**config.mk**
```make
export PLATFORM = sky130hd
export DESIGN_NAME = uart_rx_fifo
export DESIGN_NICKNAME = d
export VERILOG_FILES = /design/src/rtl/uart_pkg.sv /design/src/rtl/uart_rx_sync_fifo.sv /design/src/rtl/uart_rx_fifo.sv
export SDC_FILE = /design/constraint.sdc
export NUM_CORES = 1
export LEC_CHECK = 0
export CAP_MARGIN = 30
export CORE_AREA = 5 5 262 264
export DETAILED_ROUTE_END_ITERATION = 16
export DIE_AREA = 0 0 267 269
export GPL_TIMING_DRIVEN = 0
export MAX_ROUTING_LAYER = met4
export SLEW_MARGIN = 0
export SYNTH_ARGS = -nofsm -noshare
export SYNTH_HDL_FRONTEND = slang
export SYNTH_SLANG_ARGS = --single-unit
```
**constraint.sdc**
```tcl
create_clock -name clk -period 5.1 [get_ports clk]
set_clock_uncertainty 0.2 [all_clocks]
set_input_delay 1.53 -clock clk [delete_from_list [all_inputs] [get_ports clk]]
set_output_delay 1.53 -clock clk [all_outputs]
set_load 0.02 [all_outputs]
```
**src/rtl/uart_pkg.sv**
```systemverilog
// Shared definitions for the UART receive path: FSM encoding, oversampling
// constants, the 2-of-3 vote and FIFO entry sizing.
package uart_pkg;

    localparam int unsigned OVERSAMPLE  = 16;
    localparam logic [3:0]  VOTE_TICK_0 = 4'd7;
    localparam logic [3:0]  VOTE_TICK_1 = 4'd8;
    localparam logic [3:0]  VOTE_TICK_2 = 4'd9;
    localparam logic [3:0]  LAST_TICK   = 4'(OVERSAMPLE - 1);

    typedef enum logic [2:0] {
        StIdle,
        StStart,
        StData,
        StParity,
        StStop,
        StPush
    } rx_state_e;

    // Entry layout is {parity_err, frame_err, data}.
    function automatic int unsigned entry_width(input int unsigned data_bits);
        return data_bits + 2;
    endfunction

    function automatic logic majority3(input logic a, input logic b, input logic c);
        return (a & b) | (a & c) | (b & c);
    endfunction

endpackage

```
**src/rtl/uart_rx_sync_fifo.sv**
```systemverilog
// Single-clock circular-buffer FIFO with registered occupancy count.
// Push while full is accepted only when a pop takes effect in the same cycle.
module uart_rx_sync_fifo #(
    parameter int unsigned WIDTH = 10,
    parameter int unsigned DEPTH = 64
) (
    input  logic                     clk,
    input  logic                     rst,
    input  logic                     push,
    input  logic [WIDTH-1:0]         wdata,
    input  logic                     pop,
    output logic [WIDTH-1:0]         rdata,
    output logic                     full,
    output logic                     empty,
    output logic [$clog2(DEPTH):0]   count
);
    localparam int unsigned AW = $clog2(DEPTH);
    localparam int unsigned CW = AW + 1;
    localparam logic [AW:0] FULL_COUNT = CW'(DEPTH);

    logic [WIDTH-1:0] mem [DEPTH];
    logic [AW:0] wr_q, wr_d;
    logic [AW:0] rd_q, rd_d;
    logic [AW:0] count_q;
    logic        do_push;
    logic        do_pop;

    assign full    = (count_q == FULL_COUNT);
    assign empty   = (count_q == '0);
    assign do_pop  = pop & ~empty;
    assign do_push = push & (~full | do_pop);

    always_comb begin
        wr_d = wr_q;
        rd_d = rd_q;
        if (do_push) begin
            wr_d = wr_q + 1'b1;
        end
        if (do_pop) begin
            rd_d = rd_q + 1'b1;
        end
    end

    always_ff @(posedge clk) begin
        if (rst) begin
            wr_q    <= '0;
            rd_q    <= '0;
            count_q <= '0;
        end else begin
            wr_q    <= wr_d;
            rd_q    <= rd_d;
            count_q <= wr_d - rd_d;
        end
    end

    always_ff @(posedge clk) begin
        if (do_push) begin
            mem[wr_q[AW-1:0]] <= wdata;
        end
    end

    assign rdata = mem[rd_q[AW-1:0]];
    assign count = count_q;

endmodule

```
**src/rtl/uart_rx_fifo.sv**
```systemverilog
// UART receiver: 16x oversampling, 2-of-3 bit vote, per-frame error flags and a
// receive FIFO with sticky overrun. Define UART_RX_PARITY_EN for even parity.
module uart_rx_fifo #(
    parameter int unsigned CLK_FREQ   = 50000000,
    parameter int unsigned BAUD_RATE  = 115200,
    parameter int unsigned DATA_BITS  = 8,
    parameter int unsigned STOP_BITS  = 1,
    parameter int unsigned FIFO_DEPTH = 64
) (
    input  logic                          clk,
    input  logic                          rst,
    input  logic                          uart_rx,
    input  logic                          rd_comp,
    output logic [DATA_BITS-1:0]          rd_data,
    output logic                          rd_frame_err,
    output logic                          rd_parity_err,
    output logic                          rd_en,
    output logic [$clog2(FIFO_DEPTH):0]   fifo_count,
    output logic                          overrun,
    input  logic                          clr_overrun
);
    import uart_pkg::*;

    localparam int unsigned EW         = entry_width(DATA_BITS);
    localparam logic [32:0] PHASE_INC  = 33'(OVERSAMPLE * BAUD_RATE);
    localparam logic [32:0] PHASE_WRAP = 33'(CLK_FREQ);
    localparam logic [3:0]  LAST_DATA  = 4'(DATA_BITS - 1);
    localparam logic [3:0]  LAST_STOP  = 4'(STOP_BITS - 1);

    rx_state_e            state_q, state_d;
    logic                 sync1_q, sync2_q, prev_q;
    logic                 start_edge;
    logic [31:0]          acc_q;
    logic [32:0]          acc_sum;
    logic                 tick;
    logic [3:0]           tick_cnt_q;
    logic [1:0]           samp_q;
    logic                 vote;
    logic                 vote_tick;
    logic                 end_tick;
    logic                 bit_q;
    logic [DATA_BITS-1:0] data_q, data_d;
    logic [3:0]           bit_cnt_q, bit_cnt_d;
    logic                 frame_err_q, frame_err_d;
    logic                 parity_err;
    logic                 fifo_push;
    logic                 fifo_full;
    logic                 fifo_empty;
    logic [EW-1:0]        fifo_wdata;
    logic [EW-1:0]        fifo_rdata;
    logic                 rd_en_q;
    logic                 overrun_q;
`ifdef UART_RX_PARITY_EN
    logic                 par_bit_q, par_bit_d;
`endif

    // Synchroniser idles high so reset never looks like a start edge.
    always_ff @(posedge clk) begin
        if (rst) begin
            sync1_q <= 1'b1;
            sync2_q <= 1'b1;
            prev_q  <= 1'b1;
        end else begin
            sync1_q <= uart_rx;
            sync2_q <= sync1_q;
            prev_q  <= sync2_q;
        end
    end

    assign start_edge = (state_q == StIdle) & prev_q & ~sync2_q;

    assign acc_sum = {1'b0, acc_q} + PHASE_INC;
    assign tick    = (acc_sum >= PHASE_WRAP);

    always_ff @(posedge clk) begin
        if (rst) begin
            acc_q      <= '0;
            tick_cnt_q <= '0;
        end else if (start_edge) begin
            acc_q      <= '0;
            tick_cnt_q <= '0;
        end else begin
            acc_q <= tick ? 32'(acc_sum - PHASE_WRAP) : acc_sum[31:0];
            if (tick) begin
                tick_cnt_q <= tick_cnt_q + 4'd1;
            end
        end
    end

    assign vote_tick = tick & (tick_cnt_q == VOTE_TICK_2);
    assign end_tick  = tick & (tick_cnt_q == LAST_TICK);
    assign vote      = majority3(samp_q[0], samp_q[1], sync2_q);

    // First two vote samples are held; the third is the live line at vote_tick.
    always_ff @(posedge clk) begin
        if (rst) begin
            samp_q <= 2'b11;
            bit_q  <= 1'b1;
        end else begin
            if (tick && tick_cnt_q == VOTE_TICK_0) begin
                samp_q[0] <= sync2_q;
            end
            if (tick && tick_cnt_q == VOTE_TICK_1) begin
                samp_q[1] <= sync2_q;
            end
            if (vote_tick) begin
                bit_q <= vote;
            end
        end
    end

    always_comb begin
        state_d     = state_q;
        data_d      = data_q;
        bit_cnt_d   = bit_cnt_q;
        frame_err_d = frame_err_q;
`ifdef UART_RX_PARITY_EN
        par_bit_d   = par_bit_q;
`endif
        fifo_push   = 1'b0;
        case (state_q)
            StIdle: begin
                if (start_edge) begin
                    state_d     = StStart;
                    bit_cnt_d   = '0;
                    frame_err_d = 1'b0;
                end
            end
            StStart: begin
                if (vote_tick && vote) begin
                    state_d = StIdle;
                end else if (end_tick) begin
                    state_d = StData;
                end
            end
            StData: begin
                if (end_tick) begin
                    data_d = {bit_q, data_q[DATA_BITS-1:1]};
                    if (bit_cnt_q == LAST_DATA) begin
                        bit_cnt_d = '0;
`ifdef UART_RX_PARITY_EN
                        state_d   = StParity;
`else
                        state_d   = StStop;
`endif
                    end else begin
                        bit_cnt_d = bit_cnt_q + 4'd1;
                    end
                end
            end
`ifdef UART_RX_PARITY_EN
            StParity: begin
                if (end_tick) begin
                    par_bit_d = bit_q;
                    state_d   = StStop;
                end
            end
`endif
            StStop: begin
                // Push right after the last stop vote so the next start edge is not missed.
                if (vote_tick) begin
                    if (!vote) begin
                        frame_err_d = 1'b1;
                    end
                    if (bit_cnt_q == LAST_STOP) begin
                        state_d = StPush;
                    end
                end else if (end_tick) begin
                    bit_cnt_d = bit_cnt_q + 4'd1;
                end
            end
            StPush: begin
                fifo_push = 1'b1;
                state_d   = StIdle;
            end
            default: state_d = StIdle;
        endcase
    end

    always_ff @(posedge clk) begin
        if (rst) begin
            state_q     <= StIdle;
            data_q      <= '0;
            bit_cnt_q   <= '0;
            frame_err_q <= 1'b0;
`ifdef UART_RX_PARITY_EN
            par_bit_q   <= 1'b0;
`endif
        end else begin
            state_q     <= state_d;
            data_q      <= data_d;
            bit_cnt_q   <= bit_cnt_d;
            frame_err_q <= frame_err_d;
`ifdef UART_RX_PARITY_EN
            par_bit_q   <= par_bit_d;
`endif
        end
    end

`ifdef UART_RX_PARITY_EN
    assign parity_err = (^data_q) ^ par_bit_q;
`else
    assign parity_err = 1'b0;
`endif

    assign fifo_wdata = {parity_err, frame_err_q, data_q};

    uart_rx_sync_fifo #(
        .WIDTH (EW),
        .DEPTH (FIFO_DEPTH)
    ) u_fifo (
        .clk   (clk),
        .rst   (rst),
        .push  (fifo_push),
        .wdata (fifo_wdata),
        .pop   (rd_comp),
        .rdata (fifo_rdata),
        .full  (fifo_full),
        .empty (fifo_empty),
        .count (fifo_count)
    );

    // A new drop outranks a clear in the same cycle.
    always_ff @(posedge clk) begin
        if (rst) begin
            rd_en_q   <= 1'b0;
            overrun_q <= 1'b0;
        end else begin
            rd_en_q <= ~fifo_empty;
            if (fifo_push && fifo_full && !rd_comp) begin
                overrun_q <= 1'b1;
            end else if (clr_overrun) begin
                overrun_q <= 1'b0;
            end
        end
    end

    assign rd_en        = rd_en_q;
    assign overrun      = overrun_q;
    assign rd_data      = fifo_rdata[DATA_BITS-1:0];
    assign rd_frame_err = fifo_rdata[DATA_BITS];
`ifdef UART_RX_PARITY_EN
    assign rd_parity_err = fifo_rdata[EW-1];
`else
    logic unused_parity;
    assign unused_parity = fifo_rdata[EW-1];
    assign rd_parity_err = 1'b0;
`endif

endmodule

```
==> metrics.log, run 1 <==
[metrics] final std cell area, no fill: 0.0302 mm2
[metrics] maximum number of buffers from clock root to sink: 3
[metrics] Peak Freq: 199 MHz
[metrics] number of clock sinks seen by CTS: 650
[metrics] number of enable flip-flop cells after synthesis: 576
[metrics] VDD IR-drop max: 0.000254 V
[metrics] CP required: 3370 ps
[metrics] summed instance area of the synthesized netlist: 0.0261 mm2
[metrics] path category of the worst min-delay check: flip-flop to flip-flop
[metrics] instance count along the most critical hold path: 1
[metrics] xor-xnor portion of the synthesized cell area: 1.84%
[metrics] endpoint of the worst hold-timing path: sync2_q
[metrics] signal arrival time at the worst endpoint: 3310 ps
[metrics] GRT Total Usage: 17.5%
[metrics] Slowest-stage cell, CP: sky130_fd_sc_hd__mux4_2
[metrics] maxcap violations: 0
[metrics] compound-cell area share of the yosys netlist: 2.06%
[metrics] mux contribution to synthesized area: 16.8%
[metrics] vertical die dimension: 269 um
[metrics] final-report setup violation count: 0
[metrics] cell accounting for the most synthesized area: sky130_fd_sc_hd__edfxtp_1
[metrics] first-pass detailed-route iteration total: 5
[metrics] Core Util, Final: 45.5%
[metrics] count of placed standard cells in the final layout, fillers left out: 2,422
[metrics] result of the run: finished clean
[metrics] wire length of the first global-routing pass: 89,800 um
[metrics] number of max-slew violations in the final report: 0
[metrics] final antenna-violating net count: 0
[metrics] startpoint type of the worst setup path: flip-flop
[metrics] share of synthesized cell area in and, or, nand and nor gates: 5.24%
[metrics] number of H-tree branching levels: 3
[metrics] area after detailed placement: 0.0277 mm2
[metrics] synthesized-area fraction occupied by adder cells: 0.929%
[metrics] total wire length: 60,400 um
[metrics] crit end category: primary output
[metrics] initial DRC count: 1,336
[metrics] starting utilization of the core area: 39.4%
[metrics] synthesized flop and latch total: 650
[metrics] max incr delay on CP: 540 ps
[metrics] combinational family with the most area after synthesis: multiplexers
[metrics] critical path, cell by cell: clkbuf_16 -> buf_4 -> buf_12 -> mux4_2 -> mux4_2 -> mux4_2 -> buf_2
[metrics] Ports: 24
[metrics] total grt overflow: 0
[metrics] vias in the first global route: 13,400
[metrics] via density per instance: 5.51
[metrics] start point of the worst hold path: sync1_q
[metrics] DR vias: 13,300
[metrics] leading post-synthesis cells by cell area: sky130_fd_sc_hd__edfxtp_1, sky130_fd_sc_hd__mux4_2, sky130_fd_sc_hd__dfxtp_1, sky130_fd_sc_hd__nor2_1, sky130_fd_sc_hd__xnor2_1
[metrics] synth warn: 0
[metrics] async set or reset register ratio after synthesis: 0%
[metrics] Clock Tree Root: sky130_fd_sc_hd__clkbuf_16
[metrics] prevailing post-synth register cell: sky130_fd_sc_hd__edfxtp_1
[metrics] post-layout net count: 1,517
[metrics] register clock-pin slew on the reported worst setup and hold paths: 60 ps
[metrics] WS Path Type: flip-flop to primary output
[metrics] worst-skew pair later-pin latency: 600 ps
[metrics] buffers added on ports: 21
[metrics] Tmin final: 5040 ps
[metrics] r2r endpoint: u_fifo.count[6]
[metrics] maximum number of pins on one net before global-route repair: 49
[metrics] CTS tree: built
[metrics] Top cell by count, worst path: sky130_fd_sc_hd__mux4_2
[metrics] library cells used by synthesis: 68
[metrics] syn nets: 1,400
[metrics] Cell Rows: 95
[metrics] total core area: 0.0663 mm2
[metrics] total clock buffers created by CTS: 72
[metrics] sequential-to-total area share from yosys stat: 71.9%
[metrics] area of the die: 0.0718 mm2
[metrics] hold violation total from the final report: 0
[metrics] number of antenna violations at the first check in global routing: 1
[metrics] hold buffers post-CTS: 0
[metrics] final worst-path cycle share: 98.8%
[metrics] count of placed standard cells including taps: 2,286
[metrics] actual slew at the worst max-slew pin: 993 ps
[metrics] wire length per cell after detailed routing: 25.0 um
[metrics] leakage power: 9.58 nW
[metrics] FF-to-FF path depth: 13
[metrics] setup repair after global routing missed its margin: yes
[metrics] area fraction of the dominant cell type after synthesis: 66.2%
[metrics] Gate Count Post-Synth: 1,377
[metrics] area added between synthesis and finish: 15.6%
[metrics] residual DRC count: 0
[metrics] Max FO, Critical Path: 5
[metrics] r2r startpoint: state_q[2]
[metrics] routability congestion estimate from global placement: 0.831
[metrics] Setup crit start: u_fifo.rd_q[0]
[metrics] flop-to-flop setup slack: 1340 ps
[metrics] total power: 13.5 mW
[metrics] headroom to the max-slew limit: 33.5%
[metrics] Mean Syn Cell Area: 19.0 um2
[metrics] width of the die: 267 um
[metrics] PD cells: 448 mW/mm2
[metrics] post-detailed-placement half-perimeter wirelength: 39,500 um
[metrics] fraction of layout instances using a drive strength above 1: 25.6%
[critical path, delay by kind of cell, from the launching register on]
kind     cells  cell delay [ps]
mux          3             1570
buf+inv      4              700
flops        1              420
[where the power goes]
part           internal, mW  switching, mW  leakage [nW]
logic                  1.28           1.38          2.55
registers              5.83          0.140          5.95
clock network          2.85           2.06          1.09
total                  9.96           3.58          9.58
[stage by stage]
stage	hold slack, ps	setup WS (ps)	setup TNS [ps]
4_1_cts	208	-54.0	-54.0
2_1_floorplan	189	489	0
6_report	205	63.0	0
5_1_grt	225	-7.06	-12.7
3_3_place_gp	196	-914	-8270
3_5_place_dp	194	-910	-8250
[layer usage]
metal | track usage (%) | vias up | wire, um
met5 | - | - | 0
met4 | 4.24 | 0 | 1280
met3 | 4.37 | 97 | 4620
met1 | 24.6 | 6996 | 26500
met2 | 26.0 | 464 | 28000
li1 | - | 5782 | -
[registers in the layout, summed over array words and instances (netlist names)]
register / cells
u_fifo.rd_q: 7
acc_q: 25
u_fifo.count: 7
u_fifo.wr_q: 7
prev_q: 1
sync2_q: 1
data_q: 8
bit_q: 1
overrun: 1
tick_cnt_q: 4
bit_cnt_q: 4
sync1_q: 1
frame_err_q: 1
u_fifo.mem: 576
state_q: 3
samp_q: 2
rd_en: 1
[timing repair]
item | CTS | global route
gates resized for setup | 145 | 20
cloned | 0 | 2
endpoints found under the hold margin | 0 | 0
setup buffers | 0 | 2
setup endpoints to repair | 9 | 10
[logic make-up after synthesis]
group,count (synthesis)
flip-flops,650
AND/OR/NAND/NOR,292
multiplexers,201
buffers and inverters,84
AO/OA/AOI/OAI,76
XOR/XNOR,54
adder cells (fa/ha/maj),19
other,1
[cells in the mapped netlist, drive strengths merged, types with 2 or more instances]
master,instances
ha,17
or2,6
mux4,189
nand3b,3
a31oi,6
buf,25
a21boi,3
nor2b,12
nand4,9
nand3,22
nand2,43
nor2,146
and2,3
nand4b,2
a21o,3
or3,8
or3b,4
o21bai,3
o22ai,2
o31ai,2
a211oi,4
a21oi,20
o21a,5
o21ai,13
a311o,3
dfxtp,74
edfxtp,576
o211ai,3
and4,2
clkbuf,43
xnor2,31
and3b,2
nor4,2
mux2i,11
a2111oi,3
nand2b,5
and3,4
xor2,23
nor3,14
inv,16
[cell type report]
| cell class | count | area, um2 |
|---|---|---|
| clock buffers | 89 | 1930 |
| clock inverters | 38 | 293 |
| repair buffers | 44 | 552 |
| fillers | 5669 | 36100 |
| plain buffers | 67 | 457 |
| inverters | 16 | 60.1 |
| well taps | 873 | 1090 |
| multi-input cells | 643 | 7020 |
| diodes | 2 | 5.00 |
| flip-flops and latches | 650 | 18800 |
[placed cells by master, fill, tap and decap left out, drive strengths merged, types with 4 or more instances in the layout]
cell           synthesis  final
a211oi                 4      4
a21oi                 20     20
a31oi                  6      6
and3                   4      4
buf                   25     58
clkbuf                43    130
clkdlybuf4s50          0     12
clkinv                 0     27
clkinvlp               0      4
dfxtp                 74     74
edfxtp               576    576
ha                    17     17
inv                   16     20
mux2i                 11     11
mux4                 189    189
nand2                 43     43
nand2b                 5      5
nand3                 22     22
nand4                  9      9
nor2                 146    146
nor2b                 12     12
nor3                  14     14
o21a                   5      5
o21ai                 13     13
or2                    6      6
or3                    8      8
or3b                   4      4
xnor2                 31     31
xor2                  23     23
[how the worst max path moves through the flow]
stage,end,cells after the start
2_1_floorplan,rd_frame_err,5
3_3_place_gp,rd_data[7],6
3_5_place_dp,rd_data[4],6
4_1_cts,rd_data[6],7
5_1_grt,rd_data[7],6
6_report,rd_data[7],7
No activity file was read; power rests on OpenSTA's default activity.
==> run 2: changes to the inputs <==
- PLACE_DENSITY_LB_ADDON: unset -> 0.08
==> metrics.log, run 2 (synthesis results as in run 1) <==
[metrics] final antenna-violating net count: 0
[metrics] Clock Tree Root: sky130_fd_sc_hd__clkbuf_16
[metrics] count of placed standard cells including taps: 2,298
[metrics] Tmin final: 5070 ps
[metrics] hold violation total from the final report: 0
[metrics] maxcap violations: 0
[metrics] area added between synthesis and finish: 16.8%
[metrics] number of antenna violations at the first check in global routing: 1
[metrics] first-pass detailed-route iteration total: 5
[metrics] leading cell type in the layout, fill and taps excluded: sky130_fd_sc_hd__edfxtp_1
[metrics] routability congestion estimate from global placement: 0.813
[metrics] startpoint type of the worst setup path: flip-flop
[metrics] DR vias: 13,300
[metrics] WS Path Type: flip-flop to primary output
[metrics] flip-flop count of the largest register after layout: 576
[metrics] residual DRC count: 0
[metrics] actual slew at the worst max-slew pin: 999 ps
[metrics] result of the run: finished clean
[metrics] headroom to the max-slew limit: 33.2%
[metrics] number of max-slew violations in the final report: 0
[metrics] number of H-tree branching levels: 3
[metrics] area of the die: 0.0718 mm2
[metrics] signal arrival time at the worst endpoint: 3340 ps
[metrics] post-detailed-placement half-perimeter wirelength: 42,800 um
[metrics] number of clock sinks seen by CTS: 650
[metrics] width of the die: 267 um
[metrics] wire length of the first global-routing pass: 96,300 um
[metrics] hold buffers post-CTS: 0
[metrics] final std cell area, no fill: 0.0305 mm2
[metrics] maximum number of pins on one net before global-route repair: 67
[metrics] top library cells by usage in the layout, fill and taps aside: sky130_fd_sc_hd__edfxtp_1, sky130_fd_sc_hd__mux4_2, sky130_fd_sc_hd__nor2_1, sky130_fd_sc_hd__clkbuf_16, sky130_fd_sc_hd__dfxtp_1
[metrics] PD cells: 451 mW/mm2
[metrics] path category of the worst min-delay check: flip-flop to flip-flop
[metrics] Peak Freq: 197 MHz
[metrics] final-report setup violation count: 0
[metrics] worst-skew pair later-pin latency: 600 ps
[metrics] vertical die dimension: 269 um
[metrics] fraction of layout instances using a drive strength above 1: 26.0%
[metrics] setup repair after global routing missed its margin: yes
[metrics] Max FO, Critical Path: 5
[metrics] starting utilization of the core area: 39.4%
[metrics] total clock buffers created by CTS: 71
[metrics] Antenna Cells: 0
[metrics] vias in the first global route: 13,600
[metrics] final worst-path cycle share: 99.4%
[metrics] Cell Rows: 95
[metrics] maximum number of buffers from clock root to sink: 3
[metrics] Ports: 24
[metrics] wire length per cell after detailed routing: 27.0 um
[metrics] crit end category: primary output
[metrics] GRT Total Usage: 19.2%
[metrics] VDD IR-drop max: 0.000236 V
[metrics] CTS tree: built
[metrics] area after detailed placement: 0.0278 mm2
[metrics] total grt overflow: 0
[metrics] total power: 13.7 mW
[metrics] initial DRC count: 1,250
[metrics] total core area: 0.0663 mm2
[metrics] leakage power: 9.74 nW
[metrics] count of placed standard cells in the final layout, fillers left out: 2,444
[metrics] total wire length: 66,000 um
[metrics] via density per instance: 5.43
[metrics] post-layout net count: 1,538
[metrics] register clock-pin slew on the reported worst setup and hold paths: 60 ps
[metrics] CP required: 3370 ps
[metrics] buffers added on ports: 21
## run 2: cell types whose count changed in the layout (fill, tap and decap cells not counted), sizes merged
cell      delta
buf         +21
clkbuf      +15
clkinv       -9
clkinvlp     -3
diode        -2
## run 2: report_power, final
group / leakage (nW) / switching, mW / internal [mW] / total [mW]
Clock: 1.07 / 2.05 / 2.85 / 4.90
Sequential: 5.95 / 0.143 / 5.83 / 5.97
Combinational: 2.72 / 1.47 / 1.40 / 2.87
## run 2: worst max-delay path: stages, from the launching register on
cell                        delay, ps
sky130_fd_sc_hd__dfxtp_4          420
sky130_fd_sc_hd__clkbuf_16        190
sky130_fd_sc_hd__buf_8            140
sky130_fd_sc_hd__buf_12           140
sky130_fd_sc_hd__mux4_2           560
sky130_fd_sc_hd__mux4_2           560
sky130_fd_sc_hd__mux4_2           550
sky130_fd_sc_hd__buf_6            160
## run 2: per-stage QoR
step           util [%]  setup slack [ps]  TNS, ps  hold WS [ps]
2_1_floorplan         -               489        0           189
3_3_place_gp       41.3              -976    -9620           194
3_5_place_dp       41.9              -937    -8600           202
4_1_cts            45.9             -23.9    -58.2           209
5_1_grt            46.0             -25.6    -36.4           243
6_report           46.0              32.5        0           207
## run 2: what timing repair did
item,in CTS,in global routing
resized for setup,164,18
setup endpoints to repair,9,8
cloned,4,0
setup buffers,4,3
## run 2: cell type report
cell class                      instances  area (um2)
Fill cell                            5724       35800
Sequential cell                       650       18800
Multi-Input combinational cell        643        7010
Clock buffer                          103        1980
Tap cell                              873        1090
Timing Repair Buffer                   65         811
Buffer                                 68         528
Clock inverter                         26         213
Inverter                               16        60.1
## run 2: path summary, 6_finish.rpt
kind                                      from         endpoint  slack [ps]  depth (start not counted)
worst max-delay path            u_fifo.rd_q[0]       rd_data[3]          30                          7
worst min-delay path                   sync1_q          sync2_q         210                          1
worst max register to register      state_q[2]  u_fifo.count[6]         880                         13
worst min register to register         sync1_q          sync2_q         210                          1
## run 2: metal layers
layer  up-vias  wire, um  GRT usage [%]
li1       5820         -              -
met1      7041     30300           27.6
met2       337     30800           28.7
met3        72      3800           3.80
met4         0      1140           4.62
met5         -         0              -
==> run 3: changes to the inputs <==
- CTS_BUF_LIST: unset -> sky130_fd_sc_hd__clkbuf_8 sky130_fd_sc_hd__clkbuf_16
==> metrics.log, run 3 (synthesis results as in run 1) <==
[metrics] flip-flop count of the largest register after layout: 576
[metrics] maximum number of pins on one net before global-route repair: 67
[metrics] Internal Pwr Total: 10.0 mW
[metrics] number of max-slew violations in the final report: 0
[metrics] Clock Tree Root: sky130_fd_sc_hd__clkbuf_16
[metrics] Max FO, Critical Path: 5
[metrics] WS Path Type: flip-flop to primary output
[metrics] CTS tree: built
[metrics] total wire length: 66,100 um
[metrics] signal arrival time at the worst endpoint: 3340 ps
[metrics] flop-to-flop setup slack: 870 ps
[metrics] number of clock sinks seen by CTS: 650
[metrics] startpoint type of the worst setup path: flip-flop
[metrics] vertical die dimension: 269 um
[metrics] post-layout net count: 1,538
[metrics] VDD IR-drop max: 0.000236 V
[metrics] setup repair after global routing missed its margin: yes
[metrics] headroom to the max-slew limit: 33.0%
[metrics] hold buffers post-CTS: 0
[metrics] proportion of power drawn by the clock network: 35.4%
[metrics] starting utilization of the core area: 39.4%
[metrics] top library cells by usage in the layout, fill and taps aside: sky130_fd_sc_hd__edfxtp_1, sky130_fd_sc_hd__mux4_2, sky130_fd_sc_hd__nor2_1, sky130_fd_sc_hd__clkbuf_16, sky130_fd_sc_hd__dfxtp_1
[metrics] buffers added on ports: 21
[metrics] wire length of the first global-routing pass: 96,400 um
[metrics] result of the run: finished clean
[metrics] sequential share of power: 43.6%
[metrics] vias in the first global route: 13,600
[metrics] routability congestion estimate from global placement: 0.813
[metrics] final std cell area, no fill: 0.0305 mm2
[metrics] number of antenna violations at the first check in global routing: 1
[metrics] met1 layer wirelength in the final routing: 30,500 um
[metrics] area after detailed placement: 0.0278 mm2
[metrics] register clock-pin slew on the reported worst setup and hold paths: 60 ps
[metrics] worst-skew pair later-pin latency: 600 ps
[metrics] total core area: 0.0663 mm2
[metrics] minimum hold slack: 208 ps
[metrics] residual DRC count: 0
[metrics] FF-to-FF path depth: 13
[metrics] Antenna Cells: 0
[metrics] crit end category: primary output
[metrics] DR vias: 13,300
[metrics] leakage power: 9.84 nW
[metrics] area added between synthesis and finish: 16.8%
[metrics] r2r startpoint: state_q[2]
[metrics] wire length per cell after detailed routing: 27.0 um
[metrics] hold violation total from the final report: 0
[metrics] area of the die: 0.0718 mm2
[metrics] highest routed layer: met4
[metrics] Cell Rows: 95
[metrics] maximum number of buffers from clock root to sink: 3
[metrics] fraction of layout instances using a drive strength above 1: 26.0%
[metrics] final worst-path cycle share: 99.4%
[metrics] path category of the worst min-delay check: flip-flop to flip-flop
[metrics] r2r endpoint: u_fifo.count[6]
[metrics] maxcap violations: 0
[metrics] share of total power in combinational logic: 21.0%
[metrics] via density per instance: 5.44
[metrics] post-detailed-placement half-perimeter wirelength: 42,800 um
[metrics] Setup crit start: u_fifo.rd_q[0]
[metrics] total length of routed met3 wires: 3590 um
[metrics] total clock buffers created by CTS: 71
[metrics] PD cells: 449 mW/mm2
[metrics] number of H-tree branching levels: 3
[metrics] final-report setup violation count: 0
[metrics] Peak Freq: 197 MHz
[metrics] Tmin final: 5070 ps
[metrics] endpoint of the worst hold-timing path: sync2_q
[metrics] first-pass detailed-route iteration total: 5
[metrics] GRT Total Usage: 19.2%
[metrics] actual slew at the worst max-slew pin: 1000 ps
[metrics] instance count along the most critical hold path: 1
[metrics] CP required: 3370 ps
[metrics] leading cell type in the layout, fill and taps excluded: sky130_fd_sc_hd__edfxtp_1
[metrics] width of the die: 267 um
[metrics] final antenna-violating net count: 0
[metrics] wire length on met2: 30,900 um
[metrics] start point of the worst hold path: sync1_q
[metrics] Ports: 24
[metrics] Net Sw Power: 3.67 mW
[metrics] proportion of total power due to net switching: 26.8%
[metrics] total grt overflow: 0
[metrics] initial DRC count: 1,212
==> run 3: cell types whose count changed in the layout (fill, tap and decap cells not counted) <==
| cell | change |
|---|---|
| sky130_fd_sc_hd__clkbuf_1 | -26 |
| sky130_fd_sc_hd__inv_1 | +26 |
==> run 3: worst max-delay path by stage <==
stage / depth (start not counted) / to / slack [ps]
global placement: 6 / rd_data[4] / -980
global route: 7 / rd_data[3] / -30
floorplan: 5 / rd_frame_err / 490
finish: 7 / rd_data[3] / 30
CTS: 7 / rd_data[2] / -20
detailed placement: 6 / rd_data[2] / -940
==> run 3: worst max-delay path: stages (launching register included) <==
cell	delay, ps
sky130_fd_sc_hd__dfxtp_4	420
sky130_fd_sc_hd__clkbuf_16	190
sky130_fd_sc_hd__buf_8	140
sky130_fd_sc_hd__buf_12	140
sky130_fd_sc_hd__mux4_2	560
sky130_fd_sc_hd__mux4_2	560
sky130_fd_sc_hd__mux4_2	550
sky130_fd_sc_hd__buf_6	160
==> run 3: layer usage <==
metal,GRT usage [%],up-vias
met5,-,-
met4,4.62,0
met3,3.80,74
met2,28.7,325
met1,27.6,7077
li1,-,5822
==> run 3: metrics by stage <==
step | std cells | utilization [%] | setup WS, ps | setup TNS, ps | power (mW)
after floorplan | 1377 | - | 489 | 0 | 7.84
after global placement | 2271 | 41.3 | -976 | -9620 | 8.69
after detailed placement | 2298 | 41.9 | -937 | -8600 | 8.76
after CTS | 2435 | 45.9 | -24.1 | -59.1 | 13.9
after global routing | 2444 | 46.0 | -25.9 | -37.5 | 14.3
final | 2444 | 46.0 | 31.3 | 0 | 13.7
==> run 3: timing repair <==
item	CTS	global route
setup buffers	4	3
setup endpoints to repair	9	8
cloned	4	0
resized for setup	164	18
==> run 3: layout make-up <==
| cell class | count | area [um2] |
|---|---|---|
| Fill cell | 5724 | 35800 |
| Sequential cell | 650 | 18800 |
| Multi-Input combinational cell | 643 | 7010 |
| Clock buffer | 77 | 1880 |
| Tap cell | 873 | 1090 |
| Timing Repair Buffer | 65 | 811 |
| Buffer | 68 | 528 |
| Clock inverter | 52 | 310 |
| Inverter | 16 | 60.1 |
==> run 3: power by group through the flow <==
stage                     Combinational [mW]  Clock, mW  Sequential [mW]
final                                   2.87       4.85             5.97
after global routing                    3.10       5.21             5.98
after CTS                               2.92       4.99             5.97
after detailed placement                2.69          0             6.07
after global placement                  2.62          0             6.07
after floorplan                         1.78          0             6.06
